## src/rtl/led_mode_sequencer.sv

```systemverilog
// LED display sequencer: key presses select manual/auto-up/auto-down/running-light
// modes and drive a registered LED value stepped by a programmable tick prescaler.
module led_mode_sequencer #(
  parameter int TICK_DIV = 50_000_000,
  parameter int LED_W    = 4
) (
  input  logic             Sys_CLK,
  input  logic             Sys_RST,
  input  logic [1:0]       Key_Out,
  output logic [LED_W-1:0] LED,
  output logic [1:0]       Mode,
  output logic             Paused
);

  localparam int CNT_W = (TICK_DIV > 2) ? $clog2(TICK_DIV) : 1;
  localparam logic [CNT_W-1:0] TICK_LAST = CNT_W'(TICK_DIV - 1);

  typedef enum logic [1:0] {
    MANUAL    = 2'b00,
    AUTO_UP   = 2'b01,
    AUTO_DOWN = 2'b10,
    RUN       = 2'b11
  } mode_t;

  mode_t            r_mode;
  mode_t            w_mode_nxt;
  logic [LED_W-1:0] r_led;
  logic [LED_W-1:0] w_led_nxt;
  logic             r_paused;
  logic             w_paused_nxt;
  logic [CNT_W-1:0] r_presc;
  logic [CNT_W-1:0] w_presc_nxt;
  logic [1:0]       r_key_prev;
  logic [1:0]       w_press;
  logic             w_mode_press;
  logic             w_act_press;
  logic             w_counting;
  logic             w_tick;

  // State register; reset samples the keys so a key held through reset is not a press
  always_ff @(posedge Sys_CLK) begin
    if (Sys_RST) begin
      r_mode     <= MANUAL;
      r_led      <= '0;
      r_paused   <= 1'b0;
      r_presc    <= '0;
      r_key_prev <= Key_Out;
    end else begin
      r_mode     <= w_mode_nxt;
      r_led      <= w_led_nxt;
      r_paused   <= w_paused_nxt;
      r_presc    <= w_presc_nxt;
      r_key_prev <= Key_Out;
    end
  end

  // Next-state logic: any key press pre-empts the tick for that cycle
  always_comb begin
    w_press      = Key_Out & ~r_key_prev;
    w_mode_press = w_press[1] & ~w_press[0];
    w_act_press  = w_press[0] & ~w_press[1];
    w_counting   = (r_mode != MANUAL) && !r_paused;
    w_tick       = w_counting && (r_presc == TICK_LAST);

    w_mode_nxt   = r_mode;
    w_led_nxt    = r_led;
    w_paused_nxt = r_paused;
    w_presc_nxt  = r_presc;

    if (w_mode_press) begin
      w_paused_nxt = 1'b0;
      w_presc_nxt  = '0;
      case (r_mode)
        MANUAL:    w_mode_nxt = AUTO_UP;
        AUTO_UP:   w_mode_nxt = AUTO_DOWN;
        AUTO_DOWN: w_mode_nxt = RUN;
        RUN:       w_mode_nxt = MANUAL;
        default:   w_mode_nxt = MANUAL;
      endcase
      if (w_mode_nxt == RUN) begin
        w_led_nxt = LED_W'(1);
      end else begin
        w_led_nxt = r_led;
      end
    end else if (w_act_press) begin
      if (r_mode == MANUAL) begin
        w_led_nxt = r_led + LED_W'(1);
      end else begin
        w_paused_nxt = ~r_paused;
      end
    end else if (w_press != 2'b00) begin
      // Both keys pressed together: ignored entirely
      w_mode_nxt = r_mode;
    end else if (w_tick) begin
      w_presc_nxt = '0;
      case (r_mode)
        AUTO_UP:   w_led_nxt = r_led + LED_W'(1);
        AUTO_DOWN: w_led_nxt = r_led - LED_W'(1);
        RUN:       w_led_nxt = {r_led[LED_W-2:0], r_led[LED_W-1]};
        default:   w_led_nxt = r_led;
      endcase
    end else if (w_counting) begin
      w_presc_nxt = r_presc + CNT_W'(1);
    end else begin
      w_presc_nxt = r_presc;
    end
  end

  // Outputs come straight from registers
  always_comb begin
    LED    = r_led;
    Mode   = r_mode;
    Paused = r_paused;
  end

endmodule
```

## config.mk

```make
export PLATFORM = sky130hd
export DESIGN_NAME = led_mode_sequencer
export DESIGN_NICKNAME = d
export VERILOG_FILES = /design/src/rtl/led_mode_sequencer.sv
export SDC_FILE = /design/constraint.sdc
export NUM_CORES = 1
export LEC_CHECK = 0
export ABC_AREA = 1
export CAP_MARGIN = 40
export CORE_ASPECT_RATIO = 1.5
export CORE_MARGIN = 5
export CORE_UTILIZATION = 53
export CTS_BUF_LIST = sky130_fd_sc_hd__clkbuf_4 sky130_fd_sc_hd__clkbuf_8
export CTS_CLUSTER_SIZE = 8
export DETAILED_ROUTE_END_ITERATION = 12
export MAX_ROUTING_LAYER = met4
export PLACE_DENSITY = 0.72
export SLEW_MARGIN = 40
export SYNTH_ARGS = -nofsm -noshare
export SYNTH_HDL_FRONTEND = slang
export SYNTH_SLANG_ARGS = --single-unit
```

## constraint.sdc

```tcl
create_clock -name Sys_CLK -period 2.2 [get_ports Sys_CLK]
set_clock_uncertainty 0.2 [all_clocks]
set_input_delay 0.22 -clock Sys_CLK [delete_from_list [all_inputs] [get_ports Sys_CLK]]
set_output_delay 0.22 -clock Sys_CLK [all_outputs]
set_load 0.1 [all_outputs]
```

==> results.md <==
- Global routing used approximately a fifth of the available tracks across all layers.
- Grouping stages by cell kind, the critical path spends the most delay in simple AND/OR/NAND/NOR gates.
- For this block, the initial DRC count from the detailed router was between 80 and 90.
- The H-tree was split into 2 levels.
- The clock period minus final worst setup slack is approximately 2 ns.
- Per report_power, the clock group accounts for between 30% and 40% of the total.
- The placeable core area is between 0.003 and 0.004 mm2.
- The clock latency of the later-clocked register in the worst-skew pair is 0.28 ns.
- After layout, the worst path uses between 90% and 100% of the clock period.
- The startpoint identified for the worst hold timing path is Key_Out[1].
- The max-slew violation count was 0.
- The analysis attributes to cell leakage a power of roughly 1.1 nW.
- Headroom to the max-slew limit came out at between 70 and 80%.
- At the end of routability-driven placement, the weighted congestion stood at slightly above 0.9.
- The cell count of the worst reg-to-reg path is 9.
- The first-pass GRT wire length is 8.36 mm.
- The first TritonRoute pass finished after 4 iterations.
- The final hold violation count is 0.
- Detailed placement finished with a half-perimeter wire length of between 3 and 4 mm.
- Summed over all layers, the routed wires come to between 4 and 5 mm.
- The number of global-route vias before repair is around 2,000.
- The count of instances resized after the clock tree is built is 0.
- The share of power burned in combinational logic is roughly a fifth.
- Power spread over the standard cell area amounts to 581 mW/mm2.
- Adding up every negative setup slack in the final design gives 0 ns.
- Setup repair after global routing left no endpoint under its margin.
- The number of input and output port buffers inserted is 10.
- The mapped netlist covers approximately 0.0022 mm2.
- Entering global routing, the biggest net connects 11 pins.
- The placement row count is 28.
- The flow ran to the end, and the final reports show no timing, DRC or antenna violations.
- Together, buffers and inverters on the worst path number 2.
- Of the total power, the share spent switching nets is 29.7%.
- In this run the horizontal extent of the chip is 62.8 um.
- By startpoint and endpoint, the worst setup path is classified as reg -> reg.
- The initial antenna violation count was 0.
- Setup violations remaining at the end of the flow were counted as 0.
- The CTS sink count is 35.
- Of the total power, registers draw 45.2%.
- In this run, CTS created clock tree buffers numbering 5.
- The worst hold path terminates at r_key_prev[1].
- Leaving out fill and tap cells, the most frequent cells in the layout are 75 x sky130_fd_sc_hd__nand2_1, 59 x sky130_fd_sc_hd__nor2_1, 49 x sky130_fd_sc_hd__inv_1.
- A synthesized cell averages 6.63 um2.
- The library cell used most frequently in the layout, excluding fill and tap cells, is sky130_fd_sc_hd__nand2_1.
- For this run the aggregate overflow at the end of global routing stands at 0.
- Counting instances, the worst hold path has a depth of 1.
- The total DRC errors in the routed layout is 0.
- The final net count is 379.
- For the pin with the worst max-slew slack, the measured transition is about 0.38 ns.
- The total number of vias is about 2,100.
- The full die area is 0.00560 mm2.
- In this run the worst path has a maximum fanout of 5.
- The count of antenna-violating nets left after detailed routing is 0.
- After layout, the design draws a total of between 1 and 1.5 mW.
- The endpoint identified for the worst register-to-register timing path is r_presc[18].
- The CTS tree is done.
- Of the cells placed in the final design, the portion with a size suffix greater than 1 is between 15 and 20%.
- The number of buffers between clock root and the deepest sink is 2.
- Cell internal power was estimated by the tool at between 1 and 1.5 mW.
- In this run the register-to-register setup slack is ~0.18 ns.
- The cell count after synthesis is 334.
- In this run the vertical extent of the chip is between 80 and 90 um.
- Walking the worst path, the cells encountered are inv_1 -> ha_1 -> nor2_2 -> nand2_4 -> buf_4 -> nor3_2 -> nand2_1 -> nor3_1 -> nor3_2.
- The data arrival time of the critical path is approximately 2.0 ns.
- The path class of the lowest-slack min-delay path is in -> reg.
- The average wire per standard cell is 12.0 um.
- The most prevalent standard cell on the critical path is sky130_fd_sc_hd__nor3_2.
- The post-CTS clock slew at the launch and capture registers of the worst setup and hold paths is 0.07 ns.
- The synthesized design contains 35 register bits.
- Using the TritonRoute via totals, the vias-per-cell ratio works out to a little over 5.
- Summed over all nets, the switching power comes to 0.442 mW.
- The count of pins on the block boundary is 11.
- The initial core utilization is a little under three fifths.
- Fill cells in the final layout number 370.
- The highest clock frequency the design can meet is just under 0.5 GHz.
- The startpoint identified for the worst register-to-register timing path is Mode[0].
- The area growth from synthesis to final layout is 15.6%.
- The synthesized netlist contains 28 unique library cells.
- The worst setup path is launched from a register.
- The total nets after synthesis is 350.
- The antenna diode count is 0.
- The total number of yosys warnings is 0.
- On the worst path, the slowest cell contributes a delay of ~0.37 ns.
- The share of the Yosys chip area taken by registers is 31.6%.
- Across the VDD grid, the largest voltage drop is roughly 0.66 mV.
- The slowest stage of the critical path is the sky130_fd_sc_hd__dfxtp_2 cell.
- The worst setup path is captured at a register.
- The required arrival time at the worst endpoint is approximately 2.2 ns.
- The max-cap check violation count is 0.
- Clock tree synthesis selected as its root buffer the cell sky130_fd_sc_hd__clkbuf_8.
==> area by class of cell <==
type	count	area (um2)	area share, %
sequential	35	704	27.5
tap	45	56.3	2.20
clock buffer	8	104	4.05
multi-input combinational	243	1290	50.3
timing repair buffer	25	208	8.11
inverter	53	200	7.82
==> power groups by stage <==
| stage | clock network (mW) | logic, mW | registers (mW) |
|---|---|---|---|
| floorplan | 0 | 0.138 | 0.758 |
| global placement | 0 | 0.284 | 0.686 |
| detailed placement | 0 | 0.288 | 0.686 |
| CTS | 0.529 | 0.288 | 0.672 |
| global route | 0.567 | 0.317 | 0.676 |
| finish | 0.521 | 0.293 | 0.672 |
==> logic make-up (layout without fill, tap and decap cells) <==
kind of cell | count (synthesis) | in the layout | share of synthesized area, %
and+or+nand+nor | 195 | 195 | 40.8
AOI/OAI and AO/OA | 26 | 26 | 6.66
DFF | 35 | 35 | 31.6
adders and majority gates | 12 | 12 | 6.78
xor gates and xnor gates | 10 | 10 | 3.95
buffers and inverters | 56 | 86 | 10.2
==> layer usage <==
layer  up-vias  global-route usage, %  part of all wire, %
li1       1094                      -                    -
met1       954                   17.1                   38
met2        31                   38.5                   55
met3        16                   3.77                  2.6
met4         0                   10.2                  3.6
met5         -                      -                    0
==> per-stage QoR <==
step | std cells | setup WS, ns | area [um2] | hold slack, ns | utilization [%]
6_report | 409 | 0.180 | 2560 | 0.208 | 64.1
3_3_place_gp | 400 | -0.0811 | 2450 | 0.268 | 61.3
4_1_cts | 408 | 0.151 | 2550 | 0.204 | 63.9
3_5_place_dp | 400 | -0.155 | 2450 | 0.279 | 61.3
2_1_floorplan | 334 | -0.00926 | 2220 | 0.0477 | -
5_1_grt | 409 | 0.0125 | 2560 | 0.212 | 64.1
==> timing repair <==
item                       in CTS  in global routing
setup endpoints to repair       0                  1
hold buffers                    0                  0
buffers inserted                0                  1
==> synthesized netlist by cell type, drive strengths merged <==
library cell	count	share of area, %
xor2	9	3.6
inv	52	8.8
and3	1	0.28
nand2	82	15
o22ai	1	0.28
nand3	20	4.7
nand4	5	1.7
ha	12	6.8
nor2	68	13
a31oi	2	0.56
nor3	17	5.5
buf	2	1.0
o21ai	9	2.0
a21oi	13	2.9
xnor2	1	0.40
dfxtp	35	32
o21bai	1	0.85
nand3b	2	0.68
clkinv	1	0.23
clkbuf	1	0.17
==> state kept, by name, summed over array words and instances (netlist names) <==
register,cells
LED,4
Mode,2
Paused,1
r_key_prev,2
r_presc,26
==> worst max-delay path by stage <==
stage | from | endpoint | depth (start not counted)
after CTS | Key_Out[0] | LED[2] | 11
final | Mode[0] | r_presc[18] | 9
after floorplan | Mode[1] | r_presc[22] | 11
after global placement | Key_Out[0] | LED[2] | 11
after detailed placement | Key_Out[0] | LED[2] | 11
after global routing | Mode[0] | r_presc[18] | 10
No activity file was read; power rests on OpenSTA's default activity.
